$ cat src/rtl/mem_pkg.sv
// Shared types and constants for the memory stage: FSM states, lane geometry,
// and the byte-lane extraction helper.
package mem_pkg;

  localparam int unsigned WORD_W    = 48;
  localparam int unsigned LANE_W    = 8;
  localparam int unsigned LANES     = WORD_W / LANE_W;
  localparam logic [2:0]  LAST_LANE = 3'(LANES - 1);
  localparam int unsigned ADDR_W    = 16;
  localparam int unsigned TAG_W     = 4;

  typedef enum logic [1:0] {
    IDLE  = 2'd0,
    WRITE = 2'd1,
    READ  = 2'd2,
    DRAIN = 2'd3
  } state_t;

  function automatic logic [LANE_W-1:0] lane_sel(input logic [WORD_W-1:0] word,
                                                 input logic [2:0]        idx);
    return word[int'(idx)*LANE_W +: LANE_W];
  endfunction

endpackage

$ cat src/rtl/memory_access_unit_if.sv
// Execute-stage handshake plus byte-wide RAM port of the memory stage.
// slave = memory_access_unit side, master = environment side.
interface memory_access_unit_if #(
  parameter int unsigned DATA_WIDTH = mem_pkg::WORD_W,
  parameter int unsigned BYTE_WIDTH = mem_pkg::LANE_W,
  parameter int unsigned ADDR_WIDTH = mem_pkg::ADDR_W,
  parameter int unsigned TAG_WIDTH  = mem_pkg::TAG_W
);

  logic                  valid_in;
  logic                  mem_read_in;
  logic                  mem_write_in;
  logic [DATA_WIDTH-1:0] exec_out;
  logic [DATA_WIDTH-1:0] write_data;
  logic [TAG_WIDTH-1:0]  tag_in;
  logic                  stall;
  logic [DATA_WIDTH-1:0] result;
  logic                  result_valid;
  logic                  result_is_load;
  logic [TAG_WIDTH-1:0]  tag_out;
  logic                  protocol_error;
  logic [ADDR_WIDTH-1:0] mem_addr;
  logic [BYTE_WIDTH-1:0] mem_wdata;
  logic                  mem_we;
  logic                  mem_re;
  logic [BYTE_WIDTH-1:0] mem_rdata;

  modport slave (
    input  valid_in, mem_read_in, mem_write_in, exec_out, write_data, tag_in, mem_rdata,
    output stall, result, result_valid, result_is_load, tag_out, protocol_error,
           mem_addr, mem_wdata, mem_we, mem_re
  );

  modport master (
    output valid_in, mem_read_in, mem_write_in, exec_out, write_data, tag_in, mem_rdata,
    input  stall, result, result_valid, result_is_load, tag_out, protocol_error,
           mem_addr, mem_wdata, mem_we, mem_re
  );

endinterface

$ cat src/rtl/lane_counter.sv
// Byte-lane index for serialised accesses: clear, increment, last-lane flag.
module lane_counter #(
  parameter logic [2:0] LAST = mem_pkg::LAST_LANE
) (
  input  logic       clk,
  input  logic       rst,
  input  logic       i_clear,
  input  logic       i_inc,
  output logic [2:0] o_k,
  output logic       o_is_last
);

  logic [2:0] r_k;

  always_ff @(posedge clk) begin
    if (rst || i_clear) begin
      r_k <= '0;
    end else if (i_inc) begin
      r_k <= r_k + 3'd1;
    end
  end

  assign o_k       = r_k;
  assign o_is_last = (r_k == LAST);

endmodule

$ cat src/rtl/memory_access_unit.sv
// Memory stage: serialises 48-bit loads/stores into byte accesses on a
// synchronous byte RAM, stalls upstream while busy, passes ALU results through.
module memory_access_unit #(
  parameter int unsigned DATA_WIDTH = mem_pkg::WORD_W,
  parameter int unsigned BYTE_WIDTH = mem_pkg::LANE_W,
  parameter int unsigned LANES      = mem_pkg::LANES,
  parameter int unsigned ADDR_WIDTH = mem_pkg::ADDR_W,
  parameter int unsigned TAG_WIDTH  = mem_pkg::TAG_W
) (
  input logic                 clk,
  input logic                 rst,
  memory_access_unit_if.slave bus
);

  import mem_pkg::*;

  state_t                           r_state;
  logic [ADDR_WIDTH-1:0]            r_base;
  logic [DATA_WIDTH-1:0]            r_wdata;
  logic [DATA_WIDTH-1:0]            r_exec;
  logic [TAG_WIDTH-1:0]             r_tag;
  logic [DATA_WIDTH-BYTE_WIDTH-1:0] r_load;
  logic [DATA_WIDTH-1:0]            r_result;
  logic                             r_result_valid;
  logic                             r_result_is_load;
  logic [TAG_WIDTH-1:0]             r_tag_out;
  logic                             r_protocol_error;
  logic [ADDR_WIDTH-1:0]            r_mem_addr;
  logic [BYTE_WIDTH-1:0]            r_mem_wdata;
  logic                             r_mem_we;
  logic                             r_mem_re;

  logic [2:0] w_k;
  logic       w_is_last;
  logic       w_clear;
  logic       w_inc;
  logic [2:0] w_k_next;

  assign w_clear  = (r_state == IDLE) || (r_state == DRAIN);
  assign w_inc    = ((r_state == WRITE) || (r_state == READ)) && !w_is_last;
  assign w_k_next = w_k + 3'd1;

  lane_counter #(
    .LAST (3'(LANES - 1))
  ) u_lane_counter (
    .clk       (clk),
    .rst       (rst),
    .i_clear   (w_clear),
    .i_inc     (w_inc),
    .o_k       (w_k),
    .o_is_last (w_is_last)
  );

  // RAM drive is registered one lane ahead so each WRITE/READ cycle presents lane k.
  always_ff @(posedge clk) begin
    if (rst) begin
      r_state          <= IDLE;
      r_base           <= '0;
      r_wdata          <= '0;
      r_exec           <= '0;
      r_tag            <= '0;
      r_load           <= '0;
      r_result         <= '0;
      r_result_valid   <= 1'b0;
      r_result_is_load <= 1'b0;
      r_tag_out        <= '0;
      r_protocol_error <= 1'b0;
      r_mem_addr       <= '0;
      r_mem_wdata      <= '0;
      r_mem_we         <= 1'b0;
      r_mem_re         <= 1'b0;
    end else begin
      r_result_valid   <= 1'b0;
      r_protocol_error <= 1'b0;
      case (r_state)
        IDLE: begin
          r_mem_we <= 1'b0;
          r_mem_re <= 1'b0;
          if (bus.valid_in) begin
            r_base           <= bus.exec_out[ADDR_WIDTH-1:0];
            r_wdata          <= bus.write_data;
            r_exec           <= bus.exec_out;
            r_tag            <= bus.tag_in;
            r_protocol_error <= bus.mem_read_in && bus.mem_write_in;
            if (bus.mem_write_in) begin
              r_state     <= WRITE;
              r_mem_we    <= 1'b1;
              r_mem_addr  <= bus.exec_out[ADDR_WIDTH-1:0];
              r_mem_wdata <= lane_sel(bus.write_data, 3'd0);
            end else if (bus.mem_read_in) begin
              r_state    <= READ;
              r_mem_re   <= 1'b1;
              r_mem_addr <= bus.exec_out[ADDR_WIDTH-1:0];
            end else begin
              r_result         <= bus.exec_out;
              r_result_valid   <= 1'b1;
              r_result_is_load <= 1'b0;
              r_tag_out        <= bus.tag_in;
            end
          end
        end
        WRITE: begin
          if (w_is_last) begin
            r_state          <= IDLE;
            r_mem_we         <= 1'b0;
            r_result         <= r_exec;
            r_result_valid   <= 1'b1;
            r_result_is_load <= 1'b0;
            r_tag_out        <= r_tag;
          end else begin
            r_mem_addr  <= r_base + ADDR_WIDTH'(w_k_next);
            r_mem_wdata <= lane_sel(r_wdata, w_k_next);
          end
        end
        READ: begin
          // Read data lags mem_re by one cycle, so lane k-1 lands here.
          if (w_k != 3'd0) begin
            r_load[int'(w_k - 3'd1)*BYTE_WIDTH +: BYTE_WIDTH] <= bus.mem_rdata;
          end
          if (w_is_last) begin
            r_state  <= DRAIN;
            r_mem_re <= 1'b0;
          end else begin
            r_mem_addr <= r_base + ADDR_WIDTH'(w_k_next);
          end
        end
        DRAIN: begin
          r_state          <= IDLE;
          r_result         <= {bus.mem_rdata, r_load};
          r_result_valid   <= 1'b1;
          r_result_is_load <= 1'b1;
          r_tag_out        <= r_tag;
        end
        default: r_state <= IDLE;
      endcase
    end
  end

  assign bus.stall          = (r_state != IDLE);
  assign bus.result         = r_result;
  assign bus.result_valid   = r_result_valid;
  assign bus.result_is_load = r_result_is_load;
  assign bus.tag_out        = r_tag_out;
  assign bus.protocol_error = r_protocol_error;
  assign bus.mem_addr       = r_mem_addr;
  assign bus.mem_wdata      = r_mem_wdata;
  assign bus.mem_we         = r_mem_we;
  assign bus.mem_re         = r_mem_re;

endmodule
$ cat src/flat_wrapper.sv
// flat-port wrapper written by rule: the top's interface ports become plain ports
module memory_access_unit_flat import mem_pkg::*;
#(
  parameter int unsigned DATA_WIDTH = mem_pkg::WORD_W,
  parameter int unsigned BYTE_WIDTH = mem_pkg::LANE_W,
  parameter int unsigned LANES      = mem_pkg::LANES,
  parameter int unsigned ADDR_WIDTH = mem_pkg::ADDR_W,
  parameter int unsigned TAG_WIDTH  = mem_pkg::TAG_W
)
  (clk, rst, bus_valid_in, bus_mem_read_in, bus_mem_write_in, bus_exec_out, bus_write_data, bus_tag_in, bus_mem_rdata, bus_stall, bus_result, bus_result_valid, bus_result_is_load, bus_tag_out, bus_protocol_error, bus_mem_addr, bus_mem_wdata, bus_mem_we, bus_mem_re);
  memory_access_unit_if #(.DATA_WIDTH(DATA_WIDTH), .BYTE_WIDTH(BYTE_WIDTH), .ADDR_WIDTH(ADDR_WIDTH), .TAG_WIDTH(TAG_WIDTH)) bus_i ();
  input logic clk;
  input logic rst;
  input wire logic [$bits(bus_i.valid_in)-1:0] bus_valid_in;
  input wire logic [$bits(bus_i.mem_read_in)-1:0] bus_mem_read_in;
  input wire logic [$bits(bus_i.mem_write_in)-1:0] bus_mem_write_in;
  input wire logic [$bits(bus_i.exec_out)-1:0] bus_exec_out;
  input wire logic [$bits(bus_i.write_data)-1:0] bus_write_data;
  input wire logic [$bits(bus_i.tag_in)-1:0] bus_tag_in;
  input wire logic [$bits(bus_i.mem_rdata)-1:0] bus_mem_rdata;
  output wire logic [$bits(bus_i.stall)-1:0] bus_stall;
  output wire logic [$bits(bus_i.result)-1:0] bus_result;
  output wire logic [$bits(bus_i.result_valid)-1:0] bus_result_valid;
  output wire logic [$bits(bus_i.result_is_load)-1:0] bus_result_is_load;
  output wire logic [$bits(bus_i.tag_out)-1:0] bus_tag_out;
  output wire logic [$bits(bus_i.protocol_error)-1:0] bus_protocol_error;
  output wire logic [$bits(bus_i.mem_addr)-1:0] bus_mem_addr;
  output wire logic [$bits(bus_i.mem_wdata)-1:0] bus_mem_wdata;
  output wire logic [$bits(bus_i.mem_we)-1:0] bus_mem_we;
  output wire logic [$bits(bus_i.mem_re)-1:0] bus_mem_re;
  assign bus_i.valid_in = bus_valid_in;
  assign bus_i.mem_read_in = bus_mem_read_in;
  assign bus_i.mem_write_in = bus_mem_write_in;
  assign bus_i.exec_out = bus_exec_out;
  assign bus_i.write_data = bus_write_data;
  assign bus_i.tag_in = bus_tag_in;
  assign bus_i.mem_rdata = bus_mem_rdata;
  assign bus_stall = bus_i.stall;
  assign bus_result = bus_i.result;
  assign bus_result_valid = bus_i.result_valid;
  assign bus_result_is_load = bus_i.result_is_load;
  assign bus_tag_out = bus_i.tag_out;
  assign bus_protocol_error = bus_i.protocol_error;
  assign bus_mem_addr = bus_i.mem_addr;
  assign bus_mem_wdata = bus_i.mem_wdata;
  assign bus_mem_we = bus_i.mem_we;
  assign bus_mem_re = bus_i.mem_re;
  memory_access_unit #(.DATA_WIDTH(DATA_WIDTH), .BYTE_WIDTH(BYTE_WIDTH), .LANES(LANES), .ADDR_WIDTH(ADDR_WIDTH), .TAG_WIDTH(TAG_WIDTH)) u_core (.clk(clk), .rst(rst), .bus(bus_i));
endmodule
$ cat config.mk
export PLATFORM = sky130hd
export DESIGN_NAME = memory_access_unit_flat
export DESIGN_NICKNAME = d
export VERILOG_FILES = /design/src/rtl/mem_pkg.sv /design/src/rtl/memory_access_unit_if.sv /design/src/rtl/lane_counter.sv /design/src/rtl/memory_access_unit.sv /design/src/flat_wrapper.sv
export SDC_FILE = /design/constraint.sdc
export NUM_CORES = 1
export LEC_CHECK = 0
export ABC_AREA = 1
export CAP_MARGIN = 25
export CORE_ASPECT_RATIO = 0.7
export CORE_UTILIZATION = 45
export DETAILED_ROUTE_END_ITERATION = 10
export DONT_BUFFER_PORTS = 1
export GPL_TIMING_DRIVEN = 0
export PLACE_DENSITY = 0.69
export SLEW_MARGIN = 0
export SYNTH_ARGS = -nofsm -noshare
export SYNTH_HDL_FRONTEND = slang
export SYNTH_SLANG_ARGS = --single-unit
$ cat constraint.sdc
create_clock -name clk -period 3.01 [get_ports clk]
set_input_delay 0.4515 -clock clk [delete_from_list [all_inputs] [get_ports clk]]
set_output_delay 0.4515 -clock clk [all_outputs]
set_load 0.02 [all_outputs]
==> metrics.sh, run 1 <==
SLOWEST_STAGE_DELAY_ON_CRITICAL_PATH_NS=0.47
FMAXACHIEVABLE_GHz=0.355
WORST_SETUP_PATH_START_KIND='flop'
CRIT_SHARE_POST_ROUTE=0.937
CTS_BUFFER_DEPTH=3
PERIOD_MINUS_SLACK_NS=2.82
CRIT_REQUIRED_NS=3.42
DRT-WIRELENGTH-PER-CELL_UM=19.1
INITIAL_UTILIZATION=0.463
MAPPEDNETLISTAREA_MM2=0.0101
VIAS_IN_THE_FIRST_GLOBAL_ROUTE=9067
GRT_PASS1_WL_UM=51400
POSTROUTEANTENNANETS=0
DRV.MAX_CAP_VIOLATION_COUNT=0
SYNTH-SEQ-AREA-SHARE=0.447
IO_BUFFER_COUNT=0
SYNTH_EDF_COUNT=0
DIE_W_UM=181
CTS_MADE_BUFFERS=24
SYNTH.MOST_COMMON_CELL='sky130_fd_sc_hd__nor2_1'
CLKSINKCOUNT=226
FINAL_CELLS=1736
POSTSYNTHNETCOUNT=1536
HPWL_UM=25000
HOLDCRITPATHCLASS='primary input to flop'
REPORT.FINAL.SLEW_VIOL_COUNT=0
GRT_UTIL_ALL_LAYERS=0.284
TIMING.CRITICAL_PATH.TO_TYPE='flop'
YOSYS-TOP-CELLS-AREA='sky130_fd_sc_hd__dfxtp_1 45%, sky130_fd_sc_hd__o21ai_0 11%, sky130_fd_sc_hd__a21oi_1 9.7%'
CP_SLOWEST_CELL='sky130_fd_sc_hd__ha_1'
GRT_START_MAX_NET_PINS=15
SLEW-LIMIT-HEADROOM=0.438
CP.ARRIVAL_NS=3.23
CTS.CLK_SLEW.WORST_PATHS_NS=0.07
TOP_POST_SYNTHESIS_CELLS_BY_COUNT='251 x sky130_fd_sc_hd__nor2_1, 226 x sky130_fd_sc_hd__dfxtp_1, 225 x sky130_fd_sc_hd__o21ai_0'
TOTAL_AREA_OF_MULTI_INPUT_COMBINATIONAL_CELLS_MM2=0.00488
DRT_PASS1_ITERATIONS=6
FIRST_ITER_VIOLATIONS=929
TOP_LEVEL_PORTS=195
POST-LAYOUT-TOTAL-POWER_mW=12.8
STATUS='finished clean'
FLIP_FLOP_AND_LATCH_COUNT_AFTER_SYNTHESIS=226
GLOBAL_ROUTE_TOTAL_OVERFLOW=0
VIASPERCELL=5.61
TRITONCTS='built'
VIAS=9744
IR_WORST_VDD_mV=0.554
H-TREE-DEPTH=1
SYN_AREA_PER_CELL_UM2=7.21
AREA_GROWTH_PCT=13.3
NUMBER_OF_ANTENNA_VIOLATIONS_AT_THE_FIRST_CHECK_IN_GLOBAL_ROUTING=3
DIEHEIGHT_UM=127
SYN-INSTANCE-COUNT=1403
UNREPAIRED_SETUP_ENDPOINTS_AFTER_GLOBAL_ROUTING='false'
DRIVE_ABOVE_1_SHARE=0.0730
DIEAREA_MM2=0.0231
FILLCELLCOUNT=2168
DETAIL_ROUTE.WIRELENGTH_UM=33200
WORSTPATHMAXFANOUT=9
REMAINING_DRC_ERRORS=0
PLACEDCELLCOUNT=1685
TIMING.FINAL.HOLD_VIOLATIONS=0
WORST_CLOCK_SKEW_NS=0.00809
SYNTH_TOP_CELL_BY_AREA='sky130_fd_sc_hd__dfxtp_1'
STATIC_LEAK_nW=4.62
SYNTH_TOP_FLOP_CELL='sky130_fd_sc_hd__dfxtp_1'
TIGHTEST_SLEW_NS=0.843
PLACE_CONGESTION=0.951
ROWS=45
YOSYSWARNINGS=0
YS_TYPES=37
CORE_MM2=0.0218
CRIT_PATH_CELL_TRACE='clkinvlp_4 > buf_4 > ha_1 > inv_1 > nand2_1 > nand3_1 > nor2_1 > ha_1 > nand2_1 > nor2_1 > nand2_1 > nand2_1 > nand2_1 > nor2_4 > inv_2 > nor2_1 > nor2_1'
FINAL_NET_COUNT=1567
FINAL-SETUP-VIOL-COUNT=0
ASYNCSETRESETFLOPFRACSYNTH=0
CRITPATHMOSTFREQUENTCELL='sky130_fd_sc_hd__nand2_1'
AREA_OF_ALL_SEQUENTIAL_STANDARD_CELLS_MM2=0.00453
TOTAL_POWER_DIVIDED_BY_CELL_AREA_mW_PER_MM2=1120
CLK-INSERTION-DELAY-LATE_NS=0.52
PATH_CLASS='flop to flop'
CTS_ROOT_BUF='sky130_fd_sc_hd__clkbuf_16'
SYNTH_LARGEST_TYPE_AREA_FRACTION=0.447
==> final timing paths <==
path,slack [ns],to,cells after the start,start
max,0.19,u_core.r_load[0],17,u_core.u_lane_counter.o_k[0]
min,0.03,u_core.u_lane_counter.o_k[1],1,rst
max reg2reg,0.19,u_core.r_load[0],17,u_core.u_lane_counter.o_k[0]
min reg2reg,0.46,u_core.r_wdata[23],2,u_core.r_wdata[23]
==> metal layers <==
metal	vias to the layer above	GRT usage	wire length, µm
li1	4756	-	-
met1	4489	0.408	15400
met2	448	0.410	13200
met3	49	0.0915	3950
met4	2	0.0643	608
met5	-	0	13
==> final cells by class <==
type	count	share of cell area
clock inverter	11	0.0186
multi-input combinational	995	0.426
tap	282	0.0308
buffer	88	0.0332
inverter	94	0.0311
antenna	2	0.000437
clock buffer	33	0.0616
timing repair buffer	5	0.00328
sequential	226	0.395
==> cell usage in the layout, fill, tap and decap left out, drive strengths merged, types with 4 or more instances in the layout <==
cell	n
clkbuf	93
buf	33
ha	19
nand3	15
nand2	183
xor2	4
a22oi	8
o211ai	4
nor3	17
a21oi	197
clkinvlp	4
nor2	261
a31oi	6
dfxtp	226
a22o	23
bufinv	6
inv	92
o21ai	241
nand4	8
==> critical path: cells and delay by family, from the launching register on <==
kind	cells	cell delay (ns)
fa+ha+maj	2	0.68
simple gates	11	1.13
flops	1	0.43
buf+inv	4	0.46
==> flip-flops by register name, indices dropped and copies added (netlist names) <==
signal                     flops
u_core.bus.result             48
u_core.r_exec                 48
u_core.r_wdata                48
u_core.r_load                 40
u_core.bus.mem_addr           16
u_core.bus.mem_wdata           8
u_core.bus.tag_out             4
u_core.r_tag                   4
u_core.u_lane_counter.o_k      3
u_core.r_state                 2
u_core.bus.mem_re              1
u_core.bus.mem_we              1
u_core.bus.protocol_error      1
u_core.bus.result_is_load      1
u_core.bus.result_valid        1
==> per-stage QoR <==
step | hold slack, ns | setup WS [ns] | utilization | TNS [ns] | area [µm²]
final | 0.0260 | 0.191 | 0.525 | 0 | 11500
after global routing | 0.0118 | 0.00674 | 0.525 | 0 | 11500
after CTS | 0.0126 | 0.0561 | 0.523 | 0 | 11400
after detailed placement | 0.444 | -0.391 | 0.479 | -13.02 | 10500
after global placement | 0.441 | -0.308 | 0.479 | -9.02 | 10500
after floorplan | 0.429 | 0.173 | - | 0 | 10100
==> power by group <==
part | switching, mW | leakage (nW) | internal [mW]
sequential | 0.980 | 1.86 | 3.79
combinational | 3.25 | 2.32 | 1.37
clock | 1.24 | 0.441 | 2.15
total | 5.48 | 4.62 | 7.31
==> cells by family after synthesis <==
| kind of cell | share of synthesized area |
|---|---|
| AND/OR/NAND/NOR | 0.195 |
| buffers and inverters | 0.0725 |
| XOR/XNOR | 0.00433 |
| AO/OA/AOI/OAI | 0.256 |
| flip-flops | 0.447 |
| adder cells (fa/ha/maj) | 0.0255 |
==> timing repair <==
| item | in CTS | in global routing |
|---|---|---|
| pin swaps | 0 | 2 |
| hold buffers | 0 | 0 |
| endpoints found under the setup margin | 40 | 40 |
| resized for setup | 4 | 4 |
| buffers inserted | 1 | 4 |
No activity file was read; power rests on OpenSTA's default activity.
==> run 2: changes to the inputs <==
ABC_CLOCK_PERIOD_IN_PS = 3010   (was not set)
CTS_CLUSTER_SIZE = 12   (was not set)
==> metrics.sh, run 2 (same netlist as run 1, synthesis figures left out) <==
STATUS='finished clean'
CTS_MADE_BUFFERS=24  # unchanged
PERIOD_MINUS_SLACK_NS=2.82  # +0.000131 ns
TIMING.CRITICAL_PATH.FROM='u_core.u_lane_counter.o_k[0]'
LAYOUT_COMMONEST_CELL='sky130_fd_sc_hd__nor2_1'
DETAIL_ROUTE.WIRELENGTH_UM=33300  # +0.18%
CRITICAL_PATH.TOP_DELAY_FAMILY='simple AND/OR/NAND/NOR gates'
TRITONCTS='built'
FMAXACHIEVABLE_GHz=0.355  # about the same
WORSTPATHMAXFANOUT=10  # +1
CP.ARRIVAL_NS=3.22  # about the same
PLACE_CONGESTION=0.951  # unchanged
GRT_START_MAX_NET_PINS=13  # -2
GLOBAL_ROUTE_TOTAL_OVERFLOW=0  # unchanged
LAYOUT.CELLS.MOST_COMMON_LIST='250 x sky130_fd_sc_hd__nor2_1, 225 x sky130_fd_sc_hd__o21ai_0, 224 x sky130_fd_sc_hd__dfxtp_1'
DIE_W_UM=181  # unchanged
AREA_GROWTH_PCT=11.8
FIN_UTIL=0.518  # -0.00659
WORST_HOLD_PATH.NUM_CELLS=1  # unchanged
IO_BUFFER_COUNT=0  # unchanged
FIRST_ITER_VIOLATIONS=967  # +4.1%
POSTPLACECELLAREA_MM2=0.0105  # unchanged
REPORT.FINAL.SLEW_VIOL_COUNT=0  # unchanged
CTS_HOLD_BUFFERS=0  # unchanged
CRIT_PATH_CELL_TRACE='clkinvlp_4 > buf_4 > ha_1 > inv_1 > nand2_1 > nand3_1 > nor2_1 > ha_1 > nand2_1 > nor2_1 > nand2_1 > nand2_1 > nand3_2 > buf_6 > a21oi_1 > nor2_1'
TIMING.FINAL.HOLD_VIOLATIONS=0  # unchanged
FINAL.HOLD.WORST_SLACK_NS=0.0210  # -0.00495 ns
ROWS=45  # unchanged
HPWL_UM=25000  # unchanged
TIGHTEST_SLEW_NS=0.871  # +0.0272 ns
DRIVE_ABOVE_1_SHARE=0.0691  # -0.00389
SLOWEST_STAGE_DELAY_ON_CRITICAL_PATH_NS=0.48  # about the same
REMAINING_DRC_ERRORS=0  # unchanged
POSTROUTEANTENNANETS=0  # unchanged
ROUTED-WL-MET2_UM=13200  # -0.27%
RR_WORST_DEPTH=16  # -1
CRIT_REQUIRED_NS=3.42  # about the same
CLKSINKCOUNT=226  # unchanged
CRITPATHMOSTFREQUENTCELL='sky130_fd_sc_hd__nand2_1'
HOLDCRITPATHCLASS='primary input to flop'
CP_SLOWEST_CELL='sky130_fd_sc_hd__ha_1'
DIEHEIGHT_UM=127  # unchanged
REG2REG_TO='u_core.r_load[38]'
WORST_SETUP_PATH_START_KIND='flop'
VIASPERCELL=5.68  # +1.2%
SLEW-LIMIT-HEADROOM=0.420  # -0.0181
DRV.MAX_CAP_VIOLATION_COUNT=0  # unchanged
PATH_CLASS='flop to flop'
H-TREE-DEPTH=1  # unchanged
CTS_BUFFER_DEPTH=3  # unchanged
CORE_MM2=0.0218  # unchanged
LAYOUT.CELL_AREA.NON_FILLER_MM2=0.0113  # -1.3%
TIMING.CRITICAL_PATH.TO='u_core.r_load[38]'
FINAL_NET_COUNT=1567  # unchanged
REG2REG_SLACK_NS=0.19  # about the same
CRIT_SHARE_POST_ROUTE=0.937  # about the same
VIAS=9825  # +0.83%
GRT_UTIL_ALL_LAYERS=0.284  # +0.000348
MET1WIRELENGTH_UM=15700  # +1.5%
TOP_LAYER_USED='met5'
VIAS_IN_THE_FIRST_GLOBAL_ROUTE=9057  # -0.11%
PLACEDCELLCOUNT=1685  # unchanged
STATIC_LEAK_nW=4.56  # -1.3%
TOP_LEVEL_PORTS=195  # unchanged
CTS.CLK_SLEW.WORST_PATHS_NS=0.06  # about the same
UNREPAIRED_SETUP_ENDPOINTS_AFTER_GLOBAL_ROUTING='false'
DRT_PASS1_ITERATIONS=5  # -1
DRT-WIRELENGTH-PER-CELL_UM=19.2  # +0.53%
FINAL-SETUP-VIOL-COUNT=0  # unchanged
IR_WORST_VDD_mV=0.534  # -3.7%
CRITPATHBUFINV=4  # unchanged
CLK-INSERTION-DELAY-LATE_NS=0.52  # about the same
TIMING.CRITICAL_PATH.TO_TYPE='flop'
NUMBER_OF_ANTENNA_VIOLATIONS_AT_THE_FIRST_CHECK_IN_GLOBAL_ROUTING=2  # -1
DETAILROUTE.WIRELENGTH.MET3_UM=3730  # -5.6%
STAGES_ON_WORST_SETUP_PATH=16  # -1
FINAL_CELLS=1730  # -0.35%
WORST_CLOCK_SKEW_NS=0.0108  # +0.00272 ns
POST-LAYOUT-TOTAL-POWER_mW=12.4  # -3.4%
INITIAL_UTILIZATION=0.463  # unchanged
GRT_PASS1_WL_UM=51300  # about the same
CRITICAL_PATH.REG2REG.STARTPOINT='u_core.u_lane_counter.o_k[0]'
CTS_ROOT_BUF='sky130_fd_sc_hd__clkbuf_16'
DIEAREA_MM2=0.0231  # unchanged
TOTAL_POWER_DIVIDED_BY_CELL_AREA_mW_PER_MM2=1090  # -2.1%
[run 2: layout make-up]
| type | count | area [µm²] |
|---|---|---|
| diodes | 1 | 2.50 |
| plain buffers | 88 | 380 |
| clock buffers | 37 | 741 |
| clock inverters | 2 | 35.0 |
| fillers | 2180 | 10500 |
| inverters | 94 | 357 |
| multi-input cells | 995 | 4880 |
| flip-flops and latches | 226 | 4530 |
| well taps | 282 | 353 |
| repair buffers | 5 | 37.5 |
[run 2: stage by stage]
| step | setup slack [ns] | TNS (ns) |
|---|---|---|
| floorplan | 0.173 | 0 |
| global placement | -0.308 | -9.02 |
| detailed placement | -0.391 | -13.02 |
| CTS | 0.0469 | 0 |
| global route | 0.00844 | 0 |
| finish | 0.191 | 0 |
[run 2: worst min-delay path by stage]
stage | from | end | slack [ns]
after detailed placement | u_core.r_wdata[23] | u_core.r_wdata[23] | 0.44
after floorplan | u_core.r_wdata[32] | u_core.r_wdata[32] | 0.43
after global routing | rst | u_core.u_lane_counter.o_k[1] | 0.007
final | rst | u_core.u_lane_counter.o_k[1] | 0.02
after CTS | rst | u_core.u_lane_counter.o_k[1] | 0.02
after global placement | u_core.r_wdata[17] | u_core.r_wdata[17] | 0.44
[run 2: repair_timing]
item / 4_1_cts / 5_1_grt
buffers inserted: 1 / 4
pin swaps: 0 / 2
gates resized for setup: 4 / 5
setup endpoints to repair: 40 / 40
[run 2: per-layer routing]
layer / vias up / global-route usage
met5: - / 0
met4: 2 / 0.0683
met3: 58 / 0.0858
met2: 460 / 0.411
met1: 4560 / 0.410
li1: 4745 / -
[run 2: power breakdown]
part	internal [mW]	switching (mW)	total (mW)
Combinational	1.37	3.26	4.63
Clock	1.76	1.19	2.95
Sequential	3.79	0.984	4.77
